$ cat src/rtl/switch_box_pkg.sv
// Shared side codes, FSM states and width helper for the configurable switch box.
package switch_box_pkg;

  localparam logic [2:0] SIDE_OFF = 3'd0;
  localparam logic [2:0] SIDE_TOP = 3'd1;
  localparam logic [2:0] SIDE_RGT = 3'd2;
  localparam logic [2:0] SIDE_BOT = 3'd3;
  localparam logic [2:0] SIDE_LFT = 3'd4;

  typedef enum logic [1:0] {IDLE, LOAD, CHECK, COMMIT} state_t;

  // Source-index width: enough bits to address the widest side, never below 1.
  function automatic int idx_w(input int w_tb, input int w_lr);
    int m;
    m = (w_tb > w_lr) ? w_tb : w_lr;
    return (m <= 2) ? 1 : $clog2(m);
  endfunction

endpackage

$ cat src/rtl/switch_sel.sv
// One output wire: decodes a config entry into a source mux, drive enable and legality flag.
module switch_sel
  import switch_box_pkg::*;
#(
  parameter int         W_TB     = 5,
  parameter int         W_LR     = 4,
  parameter int         IW       = 3,
  parameter logic [2:0] OWN_SIDE = SIDE_TOP,
  parameter int         OWN_IDX  = 0
) (
  input  logic [IW+2:0]   entry,
  input  logic [W_TB-1:0] top_in,
  input  logic [W_LR-1:0] rgt_in,
  input  logic [W_TB-1:0] bot_in,
  input  logic [W_LR-1:0] lft_in,
  output logic            val,
  output logic            oe,
  output logic            illegal
);

  // Buses padded to a full power of two so any index reads a defined 0 when out of range.
  localparam int EW = 1 << IW;

  logic [2:0]    code;
  logic [IW-1:0] idx;
  logic [EW-1:0] top_x, rgt_x, bot_x, lft_x;
  logic          sel;

  assign code  = entry[2:0];
  assign idx   = entry[IW+2:3];
  assign top_x = EW'(top_in);
  assign rgt_x = EW'(rgt_in);
  assign bot_x = EW'(bot_in);
  assign lft_x = EW'(lft_in);

  always_comb begin
    sel     = 1'b0;
    illegal = 1'b0;
    case (code)
      SIDE_OFF: sel = 1'b0;
      SIDE_TOP: begin sel = top_x[idx]; illegal = int'(idx) >= W_TB; end
      SIDE_RGT: begin sel = rgt_x[idx]; illegal = int'(idx) >= W_LR; end
      SIDE_BOT: begin sel = bot_x[idx]; illegal = int'(idx) >= W_TB; end
      SIDE_LFT: begin sel = lft_x[idx]; illegal = int'(idx) >= W_LR; end
      default:  illegal = 1'b1;
    endcase
    if (code == OWN_SIDE && int'(idx) == OWN_IDX) illegal = 1'b1;
  end

  assign oe  = (code != SIDE_OFF) && !illegal;
  assign val = sel && oe;

endmodule

$ cat src/rtl/switch_box_cfg.sv
// Runtime-configurable switch box: streamed shadow config, legality check, atomic commit.
module switch_box_cfg
  import switch_box_pkg::*;
#(
  parameter int W_TB    = 5,
  parameter int W_LR    = 4,
  parameter int REG_OUT = 0,
  parameter int IW      = idx_w(W_TB, W_LR),
  parameter int CW      = 3 + IW,
  parameter int N       = 2*W_TB + 2*W_LR
) (
  input  logic            clk,
  input  logic            rst_n,
  input  logic [W_TB-1:0] top_in,
  input  logic [W_TB-1:0] bot_in,
  input  logic [W_LR-1:0] rgt_in,
  input  logic [W_LR-1:0] lft_in,
  output logic [W_TB-1:0] top_out,
  output logic [W_TB-1:0] bot_out,
  output logic [W_TB-1:0] top_oe,
  output logic [W_TB-1:0] bot_oe,
  output logic [W_LR-1:0] rgt_out,
  output logic [W_LR-1:0] lft_out,
  output logic [W_LR-1:0] rgt_oe,
  output logic [W_LR-1:0] lft_oe,
  input  logic            cfg_start,
  input  logic            cfg_valid,
  output logic            cfg_ready,
  input  logic [CW-1:0]   cfg_data,
  output logic            cfg_done,
  output logic            cfg_err
);

  localparam int CNTW = $clog2(N);

  state_t          state;
  logic [CNTW-1:0] cnt;
  logic [CW-1:0]   act [N];
  logic [CW-1:0]   shd [N];
  logic [N-1:0]    act_val, act_oe, act_ill;
  logic [N-1:0]    shd_val, shd_oe, shd_ill;
  logic [N-1:0]    route_val, route_oe;
  logic            beat;
  logic            unused_sel;

  assign cfg_ready = (state == LOAD);
  assign cfg_done  = (state == COMMIT);
  assign beat      = cfg_valid && cfg_ready && !cfg_start;

  // Entry j maps to side/index in the order top, right, bottom, left.
  for (genvar j = 0; j < N; j++) begin : g_sel
    localparam logic [2:0] SIDE = (j < W_TB)          ? SIDE_TOP :
                                  (j < W_TB+W_LR)     ? SIDE_RGT :
                                  (j < 2*W_TB+W_LR)   ? SIDE_BOT : SIDE_LFT;
    localparam int         IDX  = (j < W_TB)          ? j :
                                  (j < W_TB+W_LR)     ? j - W_TB :
                                  (j < 2*W_TB+W_LR)   ? j - W_TB - W_LR : j - 2*W_TB - W_LR;

    switch_sel #(.W_TB(W_TB), .W_LR(W_LR), .IW(IW), .OWN_SIDE(SIDE), .OWN_IDX(IDX)) u_act (
      .entry(act[j]), .top_in(top_in), .rgt_in(rgt_in), .bot_in(bot_in), .lft_in(lft_in),
      .val(act_val[j]), .oe(act_oe[j]), .illegal(act_ill[j])
    );

    switch_sel #(.W_TB(W_TB), .W_LR(W_LR), .IW(IW), .OWN_SIDE(SIDE), .OWN_IDX(IDX)) u_chk (
      .entry(shd[j]), .top_in(top_in), .rgt_in(rgt_in), .bot_in(bot_in), .lft_in(lft_in),
      .val(shd_val[j]), .oe(shd_oe[j]), .illegal(shd_ill[j])
    );
  end

  // Active entries are always legal; only the shadow copies' legality is consumed.
  assign unused_sel = ^{act_ill, shd_val, shd_oe};

  always_ff @(posedge clk) begin
    if (beat) shd[cnt] <= cfg_data;
  end

  always_ff @(posedge clk or negedge rst_n) begin
    if (!rst_n) begin
      state   <= IDLE;
      cnt     <= '0;
      cfg_err <= 1'b0;
      for (int j = 0; j < N; j++) act[j] <= '0;
    end else begin
      case (state)
        IDLE: begin
          if (cfg_start) begin
            state   <= LOAD;
            cnt     <= '0;
            cfg_err <= 1'b0;
          end
        end
        LOAD: begin
          if (cfg_start) begin
            cnt <= '0;
          end else if (beat) begin
            cnt <= cnt + 1'b1;
            if (cnt == CNTW'(N-1)) state <= CHECK;
          end
        end
        CHECK: begin
          if (|shd_ill) begin
            state   <= IDLE;
            cfg_err <= 1'b1;
          end else begin
            state <= COMMIT;
          end
        end
        COMMIT: begin
          act   <= shd;
          state <= IDLE;
        end
        default: state <= IDLE;
      endcase
    end
  end

  if (REG_OUT != 0) begin : g_reg
    logic [N-1:0] val_p1, oe_p1;
    // Stage p0 -> p1: registered routed outputs
    always_ff @(posedge clk or negedge rst_n) begin
      if (!rst_n) begin
        val_p1 <= '0;
        oe_p1  <= '0;
      end else begin
        val_p1 <= act_val;
        oe_p1  <= act_oe;
      end
    end
    assign route_val = val_p1;
    assign route_oe  = oe_p1;
  end else begin : g_comb
    assign route_val = act_val;
    assign route_oe  = act_oe;
  end

  assign top_out = route_val[W_TB-1:0];
  assign rgt_out = route_val[W_TB+W_LR-1:W_TB];
  assign bot_out = route_val[2*W_TB+W_LR-1:W_TB+W_LR];
  assign lft_out = route_val[N-1:2*W_TB+W_LR];
  assign top_oe  = route_oe[W_TB-1:0];
  assign rgt_oe  = route_oe[W_TB+W_LR-1:W_TB];
  assign bot_oe  = route_oe[2*W_TB+W_LR-1:W_TB+W_LR];
  assign lft_oe  = route_oe[N-1:2*W_TB+W_LR];

endmodule

$ cat config.mk
export PLATFORM = sky130hd
export DESIGN_NAME = switch_box_cfg
export DESIGN_NICKNAME = d
export VERILOG_FILES = /design/src/rtl/switch_box_pkg.sv /design/src/rtl/switch_sel.sv /design/src/rtl/switch_box_cfg.sv
export SDC_FILE = /design/constraint.sdc
export NUM_CORES = 1
export LEC_CHECK = 0
export CAP_MARGIN = 10
export CORE_ASPECT_RATIO = 1.2
export CORE_MARGIN = 5
export CORE_UTILIZATION = 46
export CTS_CLUSTER_DIAMETER = 30
export CTS_CLUSTER_SIZE = 8
export DETAILED_ROUTE_END_ITERATION = 16
export DONT_BUFFER_PORTS = 1
export GPL_ROUTABILITY_DRIVEN = 0
export PLACE_DENSITY = 0.63
export SLEW_MARGIN = 20
export SYNTH_ARGS = -nofsm -noshare
export SYNTH_HDL_FRONTEND = slang
export SYNTH_SLANG_ARGS = --single-unit
$ cat constraint.sdc
create_clock -name clk -period 1.9 [get_ports clk]
set_input_delay 0.095 -clock clk [delete_from_list [all_inputs] [get_ports clk]]
set_output_delay 0.095 -clock clk [all_outputs]
set_load 0.1 [all_outputs]
==> impl_summary.txt, run 1 <==
----------------------------------------------------
[Synth]
  Register area share after synthesis ... 0.4899
  Share of async-settable or async-resettable flops after synthesis ... 0.5179
  Most common flop cell mapped by yosys ... sky130_fd_sc_hd__dfrtp_1
  Synth cell types ... 69
  Post-synthesis net count ... a little over 1,000
  Leading cell type by number of instances after synthesis ... sky130_fd_sc_hd__dfrtp_1
  Warnings, synthesis ... 0
  Number of enable-type register cells in the synthesized netlist ... ~110
  Most area-hungry cell type in the Yosys netlist ... sky130_fd_sc_hd__edfxtp_1
  Proportion of netlist area held by the largest area contributor ... 0.2585
  Post-synthesis sequential element count ... 224
  Mapped Cells ... ~1,000
  Leading cell types by count after synthesis ... 116 x sky130_fd_sc_hd__dfrtp_1, 108 x sky130_fd_sc_hd__edfxtp_1, 103 x sky130_fd_sc_hd__mux2_2, 79 x sky130_fd_sc_hd__nor2_1, 58 x sky130_fd_sc_hd__nand2_1
  Netlist area before placement ... about 13,000 µm²
  Cell types with the largest area share after synthesis ... sky130_fd_sc_hd__edfxtp_1 26%, sky130_fd_sc_hd__dfrtp_1 23%, sky130_fd_sc_hd__mux2_2 9.2%, sky130_fd_sc_hd__mux4_1 6.9%, sky130_fd_sc_hd__mux4_2 6.3%
  Mean Syn Cell Area ... approximately 12 µm²

[Worst setup path]
  Worst endpoint data arrival time ... 2.26 ns
  Beginning of the critical path ... act[9]
  Delay of the slowest cell on the worst path ... 0.48 ns
  Startpoint of the worst register-to-register path ... shd[42]
  Total buffers and inverters traversed by the critical path ... 2
  CP max FO ... 3
  Crit path capture type ... output port
  Req. time, crit path ... around 1.8 ns
  Category of the most critical setup path ... reg -> out
  Slowest stage cell, crit path ... sky130_fd_sc_hd__mux4_2
  Kind of start point of the critical path ... flip-flop
  Chain of cells forming the critical path ... buf_6 -> mux4_2 -> a31oi_1 -> o221ai_1 -> and3b_2 -> buf_12
  Kind of cell adding the most delay to the critical path ... multiplexers

[Global route]
  Antenna violations before repair ... 2
  Maximum number of pins on one net before global-route repair ... between 100 and 150
  Number of global-route vias before repair ... a little over 9,000
  Aggregate global routing overflow ... 0
  Total Routing Usage GR ... 0.2274
  Global-route wire length before repair ... ~54 mm

[Placed design]
  # port buffers ... 0
  Worst setup slack after placement ... -0.06870 ns
  HPWL reported at the end of detailed placement ... about 21 mm
  Post-Place Cell Area ... roughly 14,000 µm²
  Cell count after placement ... ~1,400

[Timing]
  Max Transition Viols Final ... 0
  Final Hold Slack ... -0.7114 ns
  Final setup violation count ... 29
  Count of final hold-check violations ... 116
  Slew at the pin with the worst max-slew slack ... ~1.1 ns
  Fin crit period ... roughly 2.4 ns
  Maximum clock frequency ... approximately 420 MHz
  Setup slack of the critical path after layout ... -0.4542 ns
  Final worst path period share ... 1.239
  Setup repair after global routing missed its margin ... true
  Final-layout setup total negative slack ... -7.615 ns
  Worst slew margin relative to its limit ... 0.2479
  Setup Skew ... 0.02438 ns

[Route]
  DRC marker count from the first detailed-route iteration ... 700
  Overall via count from detail_route ... 9,170
  Via/cell ratio ... 6.234
  First drt pass iteration count ... 5
  DRC violation count after routing ... 0
  Post-route ant nets ... 0
  Aggregate routed wire length ... approximately 35 mm
  Routed wire per std cell ... about 24 µm

[Pwr]
  Switching portion of total power ... 0.2006
  Internal power component ... 9.817 mW
  Proportion of power drawn by flip-flops and latches ... 0.419
  Ratio of total power to cell area ... about 770 nW/µm²
  Leakage power ... roughly 6 nW
  Design Power ... approximately 12 mW
  Switching power total ... 2.463 mW
  Worst IR drop on VDD ... 0.5105 mV
  Logic pwr share ... 0.028
  Portion of total power attributed to the clock network ... 0.554

[Clock network]
  Clock sink count ... roughly 220
  CTS HTree Levels ... 2
  TritonCTS clock tree ... done
  Register clock-pin slew on the reported worst setup and hold paths ... about 0.050 ns
  Number of buffers inserted for hold repair after clock tree synthesis ... 8
  Number of clock buffers inserted by TritonCTS ... 40
  Worst-skew pair later-pin latency ... around 0.52 ns
  Maximum count of clock buffers along a single path ... 3
  Cell at the root of the clock tree ... sky130_fd_sc_hd__clkbuf_16

[Floorplanning]
  Effective utilization at floorplan ... 0.4646
  Height of the die ... 190.9 µm
  Die Footprint ... 30,690 µm²
  Die Width ... 160.8 µm
  Ports ... 67
  Placeable core area ... between 20,000 and 30,000 µm²
  Num rows ... between 60 and 70

[Finish]
  Layout cell share with drive strength beyond 1 ... 0.4377
  Final cell count without fillers ... ~1,500
  Antenna diode instance count ... 0
  Area growth syn-to-layout ... 26.94%
  Number of fill cells in the layout ... between 2,000 and 2,500
  Final #Nets ... between 1,000 and 1,500
  Area of all placed cells without fillers ... 15,920 µm²

[Run status]
  Outcome ... complete, but fails checks
  Violations in the final reports ... negative hold slack, negative setup slack

[Worst hold path]
  Tightest Hold Check Type ... in -> async

[Flow run]
  Number of max-cap violations ... 0

----------------------------------------------------
## path summary, 6_finish.rpt
| check | to | slack [ns] | depth (start not counted) |
|---|---|---|---|
| hold reg to reg | act[21] | 0.51 | 1 |
| hold / removal | act[83] | -0.71 | 0 |
| max in group asynchronous | act[97] | 2.36 | 0 |
| setup reg to reg | cfg_err | 0.03 | 5 |
| min in group clk | cnt[0] | 0.10 | 4 |
| setup / recovery | lft_out[2] | -0.45 | 6 |
## cell type report
| cell class | count | area, µm² | share of cell area |
|---|---|---|---|
| Clock buffer | 58 | 1130 | 0.07095 |
| Clock inverter | 15 | 160.2 | 0.01006 |
| Inverter | 20 | 75.07 | 0.004714 |
| Multi-Input combinational cell | 657 | 6210 | 0.3900 |
| Sequential cell | 224 | 6185 | 0.3884 |
| Tap cell | 340 | 425.4 | 0.02671 |
| Timing Repair Buffer | 157 | 1739 | 0.1092 |
## flip-flops by register name (all words and copies together) (netlist names)
| signal | cells |
|---|---|
| act | 108 |
| cfg_err | 1 |
| cnt | 5 |
| shd | 108 |
| state | 2 |
## per-stage QoR
stage | hold slack, ns | util
after floorplan | -0.2006 | -
after global placement | -0.1919 | 0.5085
after detailed placement | -0.1918 | 0.5085
after CTS | -0.7312 | 0.5752
after global routing | -0.7293 | 0.5897
final | -0.7114 | 0.5897
## what timing repair did
action / CTS / global route
buffers inserted: 17 / 18
endpoints found under the hold margin: 231 / 116
endpoints found under the setup margin: 36 / 40
resized for setup: 122 / 91
pin swaps: 32 / 40
## cell families after synthesis
| family | share of synthesized area |
|---|---|
| simple gates | 0.1062 |
| flops | 0.4899 |
| fa+ha+maj | 0.004788 |
| xor+xnor | 0.004887 |
| compound gates | 0.09725 |
| buf+inv | 0.05336 |
| mux | 0.2436 |
## layer usage
metal	track usage	up-vias	wire length (µm)
met1	0.2863	4658	13720
met2	0.3796	395	17630
li1	-	4032	-
met4	0.07680	4	906
met3	0.06578	81	3103
met5	0	-	25
## cells in the final DEF (no fill, tap or decap), types with 6 or more instances in the layout
master / netlist / routed
sky130_fd_sc_hd__nand3b_1: 21 / 21
sky130_fd_sc_hd__o31ai_1: 13 / 7
sky130_fd_sc_hd__nor3b_1: 10 / 10
sky130_fd_sc_hd__dfrtp_2: 0 / 31
sky130_fd_sc_hd__buf_12: 0 / 36
sky130_fd_sc_hd__nor2b_1: 13 / 11
sky130_fd_sc_hd__dlygate4sd3_1: 0 / 8
sky130_fd_sc_hd__mux2i_1: 24 / 23
sky130_fd_sc_hd__mux4_2: 35 / 59
sky130_fd_sc_hd__inv_1: 19 / 19
sky130_fd_sc_hd__a21oi_2: 0 / 18
sky130_fd_sc_hd__o21ai_0: 55 / 38
sky130_fd_sc_hd__nand2_1: 58 / 54
sky130_fd_sc_hd__o21ai_1: 0 / 9
sky130_fd_sc_hd__buf_6: 6 / 24
sky130_fd_sc_hd__mux2_2: 103 / 101
sky130_fd_sc_hd__mux4_1: 33 / 9
sky130_fd_sc_hd__o21a_1: 6 / 6
sky130_fd_sc_hd__dfrtp_1: 116 / 85
sky130_fd_sc_hd__nor3_1: 14 / 9
sky130_fd_sc_hd__buf_4: 37 / 89
sky130_fd_sc_hd__or3_1: 11 / 8
sky130_fd_sc_hd__a31oi_1: 15 / 12
sky130_fd_sc_hd__nor2_1: 79 / 69
sky130_fd_sc_hd__edfxtp_1: 108 / 108
sky130_fd_sc_hd__nand3_1: 10 / 8
sky130_fd_sc_hd__clkbuf_1: 41 / 13
sky130_fd_sc_hd__nand4_1: 9 / 9
sky130_fd_sc_hd__nand2b_1: 10 / 9
sky130_fd_sc_hd__o21ai_2: 0 / 7
sky130_fd_sc_hd__nor2_2: 0 / 6
sky130_fd_sc_hd__clkbuf_16: 0 / 41
sky130_fd_sc_hd__clkinv_2: 0 / 6
sky130_fd_sc_hd__a21oi_1: 39 / 20
sky130_fd_sc_hd__o22ai_1: 15 / 11
## worst register-to-register path, stage by stage (launching register included)
cell and delay, ns:
sky130_fd_sc_hd__edfxtp_1 0.42, sky130_fd_sc_hd__o31a_1 0.35, sky130_fd_sc_hd__nor4_4 0.31, sky130_fd_sc_hd__and4_1 0.27, sky130_fd_sc_hd__nand3_1 0.08, sky130_fd_sc_hd__o32a_1 0.30
## power groups by stage
stage	Clock, mW	Sequential, mW	Combinational [mW]
after floorplan	0	5.22	0.247
after global placement	0	5.22	0.252
after detailed placement	0	5.22	0.257
after CTS	6.90	5.14	0.336
after global routing	7.14	5.14	0.362
final	6.80	5.14	0.339
Power figures use the tool's default switching activity.
==> inputs of run 2 (changes only) <==
- PLACE_DENSITY: 0.63 -> default
==> impl_summary.txt, run 2 (same netlist as run 1, synthesis figures left out) <==
----------------------------------------------------
[Route]
  DRC violation count after routing ... 0 (unchanged)
  DRC marker count from the first detailed-route iteration ... 862 (was 700)
  Aggregate routed wire length ... 36.55 mm (was 35.39 mm)
  Via/cell ratio ... 6.198 (was 6.234)
  Overall via count from detail_route ... 9,167 (was 9,170)
  First drt pass iteration count ... 8 (was 5)
  Post-route ant nets ... 0 (unchanged)
  Routed wire per std cell ... 24.72 µm (was 24.06 µm)

[Timing]
  Max Transition Viols Final ... 0 (unchanged)
  Slew at the pin with the worst max-slew slack ... 1.165 ns (was 1.124 ns)
  Setup repair after global routing missed its margin ... true (unchanged)
  Setup Skew ... 0.01184 ns (was 0.02438 ns)
  Final setup violation count ... 27 (was 29)
  Count of final hold-check violations ... 116 (unchanged)
  Final Hold Slack ... -0.7114 ns (about the same)
  Final worst path period share ... 1.262 (was 1.239)
  Fin crit period ... 2.397 ns (was 2.354 ns)
  Setup slack of the critical path after layout ... -0.4974 ns (was -0.4542 ns)
  Worst slew margin relative to its limit ... 0.2206 (was 0.2479)
  Maximum clock frequency ... 417.1 MHz (was 424.8 MHz)

[Clock network]
  TritonCTS clock tree ... done (unchanged)
  CTS HTree Levels ... 2 (unchanged)
  Maximum count of clock buffers along a single path ... 3 (unchanged)
  Number of clock buffers inserted by TritonCTS ... 43 (was 40)
  Clock sink count ... 224 (unchanged)
  Number of buffers inserted for hold repair after clock tree synthesis ... 8 (unchanged)
  Worst-skew pair later-pin latency ... 0.52 ns (about the same)
  Cell at the root of the clock tree ... sky130_fd_sc_hd__clkbuf_16 (unchanged)
  Register clock-pin slew on the reported worst setup and hold paths ... 0.05 ns (about the same)

[Global route]
  Maximum number of pins on one net before global-route repair ... 117 (unchanged)
  Total Routing Usage GR ... 0.2322 (was 0.2274)
  Number of global-route vias before repair ... 9,216 (was 9,253)
  Aggregate global routing overflow ... 0 (unchanged)
  Global-route wire length before repair ... 54.34 mm (was 53.63 mm)
  Antenna violations before repair ... 1 (was 2)

[Floorplanning]
  Effective utilization at floorplan ... 0.4646 (unchanged)
  Num rows ... 66 (unchanged)
  Ports ... 67 (unchanged)
  Height of the die ... 190.9 µm (unchanged)
  Die Footprint ... 30,690 µm² (unchanged)
  Die Width ... 160.8 µm (unchanged)
  Placeable core area ... 27,000 µm² (unchanged)

[Pwr]
  Worst IR drop on VDD ... 0.5575 mV (was 0.5105 mV)
  Logic pwr share ... 0.027 (was 0.028)
  Leakage power ... 6.031 nW (was 5.975 nW)
  Ratio of total power to cell area ... 789.3 nW/µm² (was 771.2 nW/µm²)
  Proportion of power drawn by flip-flops and latches ... 0.404 (was 0.419)
  Switching power total ... 2.578 mW (was 2.463 mW)
  Design Power ... 12.72 mW (was 12.28 mW)
  Portion of total power attributed to the clock network ... 0.569 (was 0.554)
  Internal power component ... 10.15 mW (was 9.817 mW)
  Switching portion of total power ... 0.2026 (was 0.2006)

[Finish]
  Antenna diode instance count ... 0 (unchanged)
  Area growth syn-to-layout ... 28.50% (was 26.94%)
  Final #Nets ... 1,138 (was 1,132)
  Commonest non-fill, non-tap cells in the layout ... 108 x sky130_fd_sc_hd__edfxtp_1, 101 x sky130_fd_sc_hd__mux2_2, 89 x sky130_fd_sc_hd__buf_4 (unchanged)
  Layout cell share with drive strength beyond 1 ... 0.4460 (was 0.4377)
  Most frequent standard cell in the layout excluding fill and tap cells ... sky130_fd_sc_hd__edfxtp_1 (unchanged)
  Largest registers ... act: 108 flops, shd: 108 flops, cnt: 5 flops (unchanged)
  Area of all placed cells without fillers ... 16,120 µm² (was 15,920 µm²)

[Worst setup path]
  Category of the most critical setup path ... reg -> out (unchanged)
  Crit path capture type ... output port (unchanged)
  Req. time, crit path ... 1.80 ns (about the same)
  CP max FO ... 6 (was 3)
  Worst endpoint data arrival time ... 2.30 ns (was 2.26 ns)
  Setup slack of the most critical reg-to-reg path ... 0.04 ns (was 0.03 ns)
  Kind of start point of the critical path ... flip-flop (unchanged)

[Run status]
  Outcome ... complete, but fails checks (unchanged)
  Violations in the final reports ... negative hold slack, negative setup slack (unchanged)

[Placed design]
  # port buffers ... 0 (unchanged)
  Post-Place Cell Area ... 13,820 µm² (was 13,730 µm²)
  HPWL reported at the end of detailed placement ... 21.26 mm (about the same)
  Worst setup slack after placement ... -0.1193 ns (was -0.06870 ns)

[Worst hold path]
  Tightest Hold Check Type ... in -> async (unchanged)

[Flow run]
  Number of max-cap violations ... 0 (unchanged)

----------------------------------------------------
==> run 2: cell types whose count changed in the layout (fill, tap and decap cells not counted), moves of 3 or more <==
cell / before / now
sky130_fd_sc_hd__clkbuf_8: 4 / 0
sky130_fd_sc_hd__nand2_1: 54 / 50
sky130_fd_sc_hd__nand2_2: 3 / 7
sky130_fd_sc_hd__nor2_2: 6 / 10
sky130_fd_sc_hd__buf_12: 36 / 39
sky130_fd_sc_hd__clkbuf_1: 13 / 16
sky130_fd_sc_hd__clkinv_2: 6 / 3
sky130_fd_sc_hd__clkinvlp_4: 2 / 5
==> run 2: metrics by stage <==
stage	setup TNS [ns]	cells	utilization
after floorplan	0	1004	-
after global placement	-0.1488	1367	0.5120
after detailed placement	-0.2980	1367	0.5120
after CTS	-8.271	1470	0.5797
after global routing	-10.26	1479	0.5969
final	-7.751	1479	0.5969
==> run 2: critical path, cell delays in order (launching register included) <==
cell and delay (ns):
sky130_fd_sc_hd__dfrtp_2 0.45, sky130_fd_sc_hd__mux4_2 0.51, sky130_fd_sc_hd__nand2_1 0.08, sky130_fd_sc_hd__nor2_1 0.04, sky130_fd_sc_hd__a31oi_1 0.14, sky130_fd_sc_hd__o22ai_1 0.09, sky130_fd_sc_hd__o221a_1 0.29, sky130_fd_sc_hd__buf_12 0.19
==> run 2: power by group through the flow <==
| stage | clock network [mW] | logic, mW | registers [mW] |
|---|---|---|---|
| after floorplan | 0 | 0.247 | 5.22 |
| after global placement | 0 | 0.250 | 5.22 |
| after detailed placement | 0 | 0.253 | 5.22 |
| after CTS | 7.33 | 0.328 | 5.14 |
| after global routing | 7.59 | 0.359 | 5.14 |
| final | 7.25 | 0.338 | 5.14 |
==> run 2: final cells by class <==
| class | instances | area [µm²] |
|---|---|---|
| Clock buffer | 59 | 1136 |
| Multi-Input combinational cell | 657 | 6242 |
| Inverter | 20 | 82.58 |
| Timing Repair Buffer | 160 | 1807 |
| Fill cell | 2105 | 10880 |
| Clock inverter | 19 | 240.2 |
| Tap cell | 340 | 425.4 |
| Sequential cell | 224 | 6186 |
==> run 2: routing by layer <==
| metal | part of all wire | routed length (µm) | vias up | track usage |
|---|---|---|---|---|
| met4 | 0.026 | 968 | 2 | 0.07089 |
| li1 | - | - | 4046 | - |
| met1 | 0.40 | 14560 | 4657 | 0.2979 |
| met2 | 0.49 | 17980 | 383 | 0.3905 |
| met5 | 0.00036 | 13 | - | 0.01461 |
| met3 | 0.083 | 3027 | 79 | 0.05758 |
==> run 2: path summary, 6_finish.rpt <==
kind	start	endpoint	cells past startpoint
max in group asynchronous	rst_n	act[90]	0
min reg2reg	shd[24]	act[24]	1
max reg2reg	shd[42]	cfg_err	5
max	act[3]	lft_out[3]	7
min	rst_n	act[74]	0
min in group clk	cfg_valid	cnt[1]	4
==> run 2: timing repair <==
action,CTS,global route
pin swaps,36,44
endpoints found under the hold margin,231,116
setup buffers,18,11
resized for setup,119,107
endpoints found under the setup margin,38,54
